[config.mk]
export PLATFORM = sky130hd
export DESIGN_NAME = mem_arb
export DESIGN_NICKNAME = d
export VERILOG_FILES = /design/src/rtl/mem_arb.sv
export SDC_FILE = /design/constraint.sdc
export NUM_CORES = 1
export LEC_CHECK = 0
export CORE_ASPECT_RATIO = 0.7
export CORE_MARGIN = 1.5
export CORE_UTILIZATION = 21
export DETAILED_ROUTE_END_ITERATION = 10
export GPL_ROUTABILITY_DRIVEN = 0
export GPL_TIMING_DRIVEN = 0
export PLACE_DENSITY = 0.79
export SYNTH_ARGS = -nofsm -noshare
export SYNTH_HDL_FRONTEND = slang
export SYNTH_SLANG_ARGS = --single-unit
[constraint.sdc]
create_clock -name clk -period 2.95 [get_ports clk]
set_input_delay 0.885 -clock clk [delete_from_list [all_inputs] [get_ports clk]]
set_output_delay 0.885 -clock clk [all_outputs]
set_load 0.05 [all_outputs]
[src/rtl/mem_arb.sv]
// mem_arb: round-robin arbiter sharing one memory data port among NCORES cores.
// A granted core holding lock keeps ownership (LOCKED) for read-modify-write sequences.
// Read results return RD_LAT cycles after the grant through a tag pipeline.
// Optional feature: define MEM_ARB_PERF_EN to build the saturating conflict counter.
module mem_arb #(
    parameter int unsigned NCORES = 2,
    parameter int unsigned AW     = 15,
    parameter int unsigned DW     = 16,
    parameter int unsigned RD_LAT = 1
) (
    input  logic                 clk,
    input  logic                 reset,
    input  logic [NCORES-1:0]    req,
    input  logic [NCORES-1:0]    we,
    input  logic [NCORES-1:0]    lock,
    input  logic [NCORES-1:0]    halt,
    input  logic [NCORES*AW-1:0] addr,
    input  logic [NCORES*DW-1:0] wdata,
    output logic [NCORES-1:0]    gnt,
    output logic [NCORES-1:0]    rvalid,
    output logic [DW-1:0]        rdata,
    output logic [AW-1:0]        m_raddr,
    input  logic [DW-1:0]        m_rdata,
    output logic                 m_wen,
    output logic [AW-1:0]        m_waddr,
    output logic [DW-1:0]        m_wdata,
    output logic [31:0]          conflict_cnt
);

    localparam int unsigned PW = (NCORES > 1) ? $clog2(NCORES) : 1;

    typedef enum logic [0:0] {StArb, StLocked} state_e;

    state_e            state_q, state_d;
    logic [PW-1:0]     ptr_q, ptr_d;      // last granted core; the owner while locked
    logic [NCORES-1:0] mreq, mlock;
    logic              win_vld;
    logic [PW-1:0]     win_idx;
    logic              rd_issue;
    logic [RD_LAT-1:0] tag_v_q;
    logic [PW-1:0]     tag_id_q [RD_LAT];

    // Halted cores are invisible to arbitration and lock handling.
    assign mreq  = req & ~halt;
    assign mlock = lock & ~halt;

    // Winner selection: only the owner when locked, else round robin from ptr+1.
    always_comb begin
        int            cand;
        logic [PW-1:0] cand_idx;
        cand     = 0;
        cand_idx = '0;
        win_vld  = 1'b0;
        win_idx  = '0;
        if (!reset) begin
            if (state_q == StLocked) begin
                win_vld = mreq[ptr_q];
                win_idx = ptr_q;
            end else begin
                for (int i = 1; i <= int'(NCORES); i++) begin
                    cand     = (int'(ptr_q) + i) % int'(NCORES);
                    cand_idx = PW'(cand);
                    if (!win_vld && mreq[cand_idx]) begin
                        win_vld = 1'b1;
                        win_idx = cand_idx;
                    end
                end
            end
        end
    end

    // Grant and memory port drive; a cycle carries either one read or one write.
    always_comb begin
        gnt      = '0;
        m_wen    = 1'b0;
        m_raddr  = '0;
        m_waddr  = '0;
        m_wdata  = '0;
        rd_issue = 1'b0;
        if (win_vld) begin
            gnt[win_idx] = 1'b1;
            if (we[win_idx]) begin
                m_wen   = 1'b1;
                m_waddr = addr[win_idx*AW +: AW];
                m_wdata = wdata[win_idx*DW +: DW];
            end else begin
                m_raddr  = addr[win_idx*AW +: AW];
                rd_issue = 1'b1;
            end
        end
    end

    // Next state: enter LOCKED on a locked grant, leave when the owner drops lock or halts.
    always_comb begin
        state_d = state_q;
        ptr_d   = ptr_q;
        if (win_vld) begin
            ptr_d = win_idx;
        end
        unique case (state_q)
            StArb:    if (win_vld && mlock[win_idx]) state_d = StLocked;
            StLocked: if (!mlock[ptr_q]) state_d = StArb;
            default:  state_d = StArb;
        endcase
    end

    // State and pointer registers; reset leaves core 0 with first priority.
    always_ff @(posedge clk or posedge reset) begin
        if (reset) begin
            state_q <= StArb;
            ptr_q   <= PW'(NCORES - 1);
        end else begin
            state_q <= state_d;
            ptr_q   <= ptr_d;
        end
    end

    // Read tag pipeline: one slot per cycle of latency; reset drops all in-flight tags.
    always_ff @(posedge clk or posedge reset) begin
        if (reset) begin
            tag_v_q <= '0;
            for (int i = 0; i < int'(RD_LAT); i++) begin
                tag_id_q[i] <= '0;
            end
        end else begin
            tag_v_q[0]  <= rd_issue;
            tag_id_q[0] <= win_idx;
            for (int i = 1; i < int'(RD_LAT); i++) begin
                tag_v_q[i]  <= tag_v_q[i-1];
                tag_id_q[i] <= tag_id_q[i-1];
            end
        end
    end

    // Read return: route memory data to the core whose tag reaches the pipeline end.
    always_comb begin
        rvalid = '0;
        if (tag_v_q[RD_LAT-1]) begin
            rvalid[tag_id_q[RD_LAT-1]] = 1'b1;
        end
        rdata = tag_v_q[RD_LAT-1] ? m_rdata : '0;
    end

`ifdef MEM_ARB_PERF_EN
    logic        multi;
    logic [31:0] cnt_q;

    assign multi        = ($countones(mreq) >= 2);
    assign conflict_cnt = cnt_q;

    // Saturating count of cycles with two or more unmasked requests.
    always_ff @(posedge clk or posedge reset) begin
        if (reset) begin
            cnt_q <= '0;
        end else if (multi && (cnt_q != 32'hFFFF_FFFF)) begin
            cnt_q <= cnt_q + 32'd1;
        end
    end
`else
    assign conflict_cnt = '0;
`endif

endmodule
==> impl_metrics.csv, run 1 <==
group,metric,value,unit
synthesis,ys_ff_latch,4,
global_route,grt_start_max_net_pins,11,
synthesis,syn-mean-instance-area,6.39,sq um
detailed_routing,antenna_violating_nets_post_route,0,
cts,ctsHoldBuffers,0,
critical_path,worst-path-max-fanout,5,
synthesis,fraction_of_the_mapped_netlist_area_in_compound_gates,12.6,%
floorplanning,core,5370,sq um
timing,report.final.slew_viol_count,0,
worst_hold_path,min-delay-path-class,"input port to async pin",
synthesis,post_synth_instance_area,1200,sq um
synthesis,post_synth_num_cell_types,25,
timing,max_freq,278,MHz
critical_path,critPathRequiredTime,2070,ps
place,post_detailed_placement_half_perimeter_wirelength,4710,um
cts,tritoncts_num_sinks,4,
timing,final_critical_path_setup_slack,-653,ps
floorplanning,die-area,6190,sq um
synthesis,synthXorXnorAreaFrac,0,%
critical_path,critPathMaxStageDelay,440,ps
synthesis,ys_warn_count,0,
cts,clkLatencyLatePin,220,ps
critical_path,rr_startpoint,"state_q$_DFF_PP0_",
critical_path,cp-end-kind,"output port",
critical_path,critPathLaunchType,"input port",
detailed_routing,wire_per_inst,14.6,um
finish,layout.cells.most_common_list,"clkdlybuf4s50_1 (84), buf_4 (47), buf_6 (35)",
global_route,first_global_vias,2026,
floorplanning,num_rows,22,
cts,h_tree_depth,1,
synthesis,largest_family_of_logic_cells_by_synthesized_area,"simple AND/OR/NAND/NOR gates",
cts,cts-root-to-sink-buffers,2,
floorplanning,die_width,93.4,um
cts,tritoncts_clock_tree,"done",
finish,utilization,78.1,%
finish,cell_area_after_layout,4190,sq um
critical_path,worstReg2RegEnd,"state_q$_DFF_PP0_",
timing,report.final.setup_viol,49,
timing,worst_hold_slack,544,ps
synthesis,muxShareOfSynthArea,15.1,%
timing,worst_pin_slew,658,ps
critical_path,r2r_slack,700,ps
synthesis,synth.top_cell.area_share,23.1,%
finish,areaGrowthSynthToFinish,249,%
timing,finalClockSkew,4.70,ps
detailed_routing,drtPass1Iterations,4,
timing,fin_crit_sh,122,%
synthesis,synth-simple-area-share,34.8,%
global_route,wire_length_of_the_first_global_routing_pass,9890,um
detailed_routing,totalWireLength,6960,um
pwr,power.leakage,1.81,nW
detailed_routing,route.detailed.drc,0,
synthesis,post-synth-top-area-cell,"buf_4",
detailed_routing,drt_iter0_drc,29,
critical_path,cp-startpoint,"reset",
global_route,initial_antenna_violation_count,0,
synthesis,synth.yosys.seq_area_share,8.44,%
finish,nNetsFinal,493,
critical_path,critPathCapture,"m_wen",
finish,final_common_cell,"clkdlybuf4s50_1",
finish,antenna_cells_inserted,0,
detailed_routing,routed_via_density,4.30,
outcome,status,"finished, violations left",
critical_path,worst-r2r-cell-count,7,
place,post-place-ws,-1710,ps
synthesis,mapped_cells,188,
timing,min_period,3600,ps
timing,relSlewSlack,56.1,%
global_route,global_route.usage.total,20.4,%
timing,report.final.hold_viol_count,0,
detailed_routing,dr_total_vias,2047,
outcome,violated_checks,"setup timing",
floorplanning,die_height,66.3,um
place,dpl-instance-area,3470,sq um
critical_path,crit_path_cell_trace,"buf_8 > or3b_4 > o31a_1 > buf_6 > o211ai_4 > buf_12 > buf_12 > clkinvlp_4 > buf_8",
critical_path,setup.worst_path.class,"input port to output port",
cts,cts_inserted_buffers,3,
flow_run,max_cap_violations,0,
critical_path,crit_arrival,2720,ps
critical_path,critical_path.slowest_cell,"or3b_4",
finish,post_route_cells_drive_above_1_share,52.2,%
pwr,cellPowerDensity,220,nW/um^2
timing,setup-tns-final,-29860,ps
timing,rsz_0062_raised_after_global_routing,"true",
pwr,vdd_ir_drop_max,0.115,mV
cts,clockRootBuffer,"clkbuf_8",
global_route,grt_overflow,0,
floorplanning,num_io_pins,187,
place,placement.io_buffers,154,
cts,worst_setup_hold_path_clk_slew,30,ps
floorplanning,start_util,22.4,%
synthesis,ys_top_cells_by_area,"buf_4 (23%), mux2i_1 (14%), nand2_1 (11%), nor2_1 (10%), and2_1 (8.9%)",
synthesis,fraction_of_the_mapped_netlist_area_in_adder_cells,0,%
## synth_stat cells, drive strengths merged
| cell | instances |
|---|---|
| buf | 40 |
| nand2 | 34 |
| nor2 | 33 |
| a21oi | 17 |
| and2 | 17 |
| mux2i | 17 |
| inv | 7 |
| nor2b | 4 |
| dfrtp | 3 |
| clkbuf | 2 |
| o211ai | 2 |
| o311ai | 2 |
| and3b | 1 |
| conb | 1 |
| dfstp | 1 |
| mux2 | 1 |
| nand3b | 1 |
| nor3b | 1 |
| o22ai | 1 |
| o2bb2ai | 1 |
| o31a | 1 |
| or3b | 1 |
## critical path: cells and delay by family
| kind | cells | cell delay, ps |
|---|---|---|
| AOI/OAI and AO/OA | 2 | 590 |
| buffers and inverters | 6 | 800 |
| and+or+nand+nor | 1 | 440 |
## where the power goes
group / leakage, nW / internal [W] / switching (W)
clock: 0.0228 / 0.0000924 / 0.0000301
sequential: 0.0510 / 0.0000601 / 0.00000504
combinational: 1.74 / 0.000330 / 0.000406
## layout make-up
cell class	count	area (sq um)
buffer	39	350
clock buffer	4	45.0
fill	340	1180
inverter	7	35.0
multi-input combinational	166	1520
sequential	4	101
tap	72	90.1
timing repair buffer	183	2040
timing repair inverter	1	7.51
## per-stage QoR
stage / std cells / total power [W]
global placement: 445 / 0.000676
finish: 476 / 0.000924
global route: 476 / 0.000967
CTS: 473 / 0.000905
floorplan: 219 / 0.000476
detailed placement: 445 / 0.000682
## metal layers
layer | wire (um) | share of wire [%] | global-route usage, % | up-vias
met5 | 0 | 0 | 0 | -
met1 | 2640 | 38 | 23.1 | 957
met3 | 557 | 8.0 | 4.60 | 10
met4 | 83 | 1.2 | 5.30 | 0
met2 | 3680 | 53 | 38.5 | 94
li1 | - | - | - | 986
## worst min-delay path by stage
stage | from | end | slack (ps)
CTS | reset | state_q$_DFF_PP0_ | 540
detailed placement | state_q$_DFF_PP0_ | state_q$_DFF_PP0_ | 580
global placement | state_q$_DFF_PP0_ | state_q$_DFF_PP0_ | 580
floorplan | state_q$_DFF_PP0_ | state_q$_DFF_PP0_ | 540
finish | reset | state_q$_DFF_PP0_ | 540
global route | reset | state_q$_DFF_PP0_ | 550
## logic make-up (layout without fill, tap and decap cells)
family / count (synthesis) / in the layout
and+or+nand+nor: 92 / 92
buffers and inverters: 49 / 234
AOI/OAI and AO/OA: 24 / 24
muxes: 18 / 18
DFF: 4 / 4
other: 1 / 32
## state kept, by name (all words and copies together) (netlist names)
signal	count
tag_v_q	1
state_q	1
ptr_q	1
tag_id_q	1
## what timing repair did
action | CTS | global route
pin swaps | 12 | 19
setup buffers | 17 | 9
gates resized for setup | 402 | 58
gates cloned | 7 | 1
endpoints found under the setup margin | 66 | 49
No activity file was read; power rests on OpenSTA's default activity.
==> inputs of run 2 (changes only) <==
--- a/config.mk
+++ b/config.mk
@@ -12,6 +12,7 @@
 export GPL_ROUTABILITY_DRIVEN = 0
 export GPL_TIMING_DRIVEN = 0
 export PLACE_DENSITY = 0.79
+export SLEW_MARGIN = 20
 export SYNTH_ARGS = -nofsm -noshare
 export SYNTH_HDL_FRONTEND = slang
 export SYNTH_SLANG_ARGS = --single-unit
==> results of run 2 <==
Same layout as run 1: the final DEF is identical, and so are final timing and power.
==> inputs of run 3 (changes only) <==
--- a/config.mk
+++ b/config.mk
@@ -11,7 +11,7 @@
 export DETAILED_ROUTE_END_ITERATION = 10
 export GPL_ROUTABILITY_DRIVEN = 0
 export GPL_TIMING_DRIVEN = 0
-export PLACE_DENSITY = 0.79
+export PLACE_DENSITY_LB_ADDON = 0.05
 export SLEW_MARGIN = 20
 export SYNTH_ARGS = -nofsm -noshare
 export SYNTH_HDL_FRONTEND = slang
==> impl_metrics.csv, run 3 (synthesized netlist as in run 1, its figures left out) <==
group,metric,value,unit
place,dp.cells,445,
cts,tritoncts_num_sinks,4,
detailed_routing,wire_per_inst,13.7,um
critical_path,worst-path-max-fanout,5,
timing,fin_crit_sh,119,%
critical_path,crit_arrival,2620,ps
finish,layout.cells.most_common_list,"clkdlybuf4s50_1 (84), buf_6 (52), buf_4 (37)",
global_route,wire_length_of_the_first_global_routing_pass,9280,um
critical_path,critPathRequiredTime,2070,ps
critical_path,critPathLaunchType,"input port",
timing,relSlewSlack,64.9,%
critical_path,r2r_slack,1010,ps
detailed_routing,route.detailed.drc,0,
global_route,initial_antenna_violation_count,0,
flow_run,max_cap_violations,0,
critical_path,critPathMaxStageDelay,420,ps
worst_hold_path,min-delay-path-class,"input port to async pin",
finish,nNetsFinal,487,
detailed_routing,drt_iter0_drc,43,
finish,layout.area.seq,101,sq um
cts,worst_setup_hold_path_clk_slew,40,ps
cts,h_tree_depth,1,
floorplanning,core,5370,sq um
global_route,grt_overflow,0,
floorplanning,start_util,22.4,%
outcome,violated_checks,"setup timing",
cts,tritoncts_clock_tree,"done",
finish,multi_input_logic_area,1500,sq um
cts,cts_inserted_buffers,3,
floorplanning,die_width,93.4,um
detailed_routing,dr_total_vias,1949,
pwr,cellPowerDensity,221,nW/um^2
cts,clockRootBuffer,"clkbuf_8",
pwr,power.leakage,1.77,nW
finish,post_route_cells_drive_above_1_share,48.7,%
timing,report.final.slew_viol_count,0,
critical_path,crit_path_cell_trace,"buf_6 > or3b_4 > o31a_1 > buf_6 > o211ai_4 > buf_6 > buf_12 > clkinvlp_4 > buf_6",
floorplanning,die_height,66.3,um
timing,min_period,3510,ps
timing,final_critical_path_setup_slack,-559,ps
timing,rsz_0062_raised_after_global_routing,"true",
timing,report.final.hold_viol_count,0,
finish,final_common_cell,"clkdlybuf4s50_1",
pwr,vdd_ir_drop_max,0.103,mV
detailed_routing,totalWireLength,6430,um
critical_path,crit_path_frequent_cell,"buf_6",
timing,worst_pin_slew,527,ps
global_route,grt_start_max_net_pins,11,
critical_path,setup.worst_path.class,"input port to output port",
place,post-place-ws,-1700,ps
timing,max_freq,285,MHz
timing,report.final.setup_viol,49,
finish,utilization,75.8,%
critical_path,critical_path.slowest_cell,"or3b_4",
floorplanning,die-area,6190,sq um
cts,clkLatencyLatePin,220,ps
place,post_detailed_placement_half_perimeter_wirelength,4650,um
timing,finalClockSkew,5.69,ps
cts,cts-root-to-sink-buffers,2,
critical_path,cp-end-kind,"output port",
outcome,status,"finished, violations left",
global_route,first_global_vias,1894,
timing,setup-tns-final,-25320,ps
global_route,global_route.usage.total,18.9,%
cts,ctsHoldBuffers,0,
finish,fillCellCount,391,
place,placement.io_buffers,154,
floorplanning,num_io_pins,187,
finish,antenna_cells_inserted,0,
finish,areaGrowthSynthToFinish,239,%
floorplanning,num_rows,22,
detailed_routing,routed_via_density,4.15,
finish,final_cells,470,
detailed_routing,drtPass1Iterations,4,
timing,worst_hold_slack,540,ps
detailed_routing,antenna_violating_nets_post_route,0,
run 3: changes by cell type in the layout (fill, tap and decap cells not counted), moves of 2 or more:
| cell | delta |
|---|---|
| mux2i_4 | +2 |
| nand2_1 | +10 |
| nand2_2 | -9 |
| buf_6 | +17 |
| buf_4 | -10 |
| buf_8 | -8 |
| buf_12 | -2 |
run 3: final cells by class:
cell class | count | share of cell area [%]
clock buffers | 4 | 1.11
repair buffers | 177 | 47.6
flip-flops and latches | 4 | 2.49
well taps | 72 | 2.21
plain buffers | 40 | 9.01
multi-input cells | 166 | 36.8
inverters | 7 | 0.800
run 3: worst paths after layout:
path / depth (start not counted) / endpoint / startpoint
min: 2 / tag_id_q$_DFF_PP0_ / reset
max: 9 / m_wen / halt[1]
max reg2reg: 8 / state_q$_DFF_PP0_ / ptr_q$_DFFE_PP1P_
max in group asynchronous: 2 / ptr_q$_DFFE_PP1P_ / reset
min in group clk: 2 / state_q$_DFF_PP0_ / state_q$_DFF_PP0_
min reg2reg: 2 / state_q$_DFF_PP0_ / state_q$_DFF_PP0_
run 3: repair_timing:
item	4_1_cts	5_1_grt
endpoints found under the setup margin	66	49
setup buffers	16	4
resized for setup	414	34
pin swaps	8	5
cloned	4	1
run 3: worst max-delay path, delay by kind of cell:
| family | cells | cell delay, ps |
|---|---|---|
| and+or+nand+nor | 1 | 420 |
| AOI/OAI and AO/OA | 2 | 540 |
| buffers and inverters | 6 | 780 |
run 3: metrics by stage:
| step | power [W] | area, sq um |
|---|---|---|
| detailed placement | 0.000681 | 3470 |
| global route | 0.000937 | 4070 |
| floorplan | 0.000476 | 1830 |
| CTS | 0.000891 | 4010 |
| global placement | 0.000678 | 3470 |
| finish | 0.000900 | 4070 |
run 3: power by group:
| group | switching [W] | total [W] | internal (W) |
|---|---|---|---|
| sequential | 0.00000481 | 0.0000649 | 0.0000601 |
| combinational | 0.000396 | 0.000714 | 0.000317 |
| clock | 0.0000288 | 0.000121 | 0.0000923 |
| total | 0.000430 | 0.000900 | 0.000470 |
run 3: metal layers:
layer  up-vias  share of wire [%]  track usage (%)
li1        968                  -                -
met1       880                 40             22.9
met2        97                 51             35.1
met3         4                8.6             3.45
met4         0               0.53             3.22
met5         -                  0                0
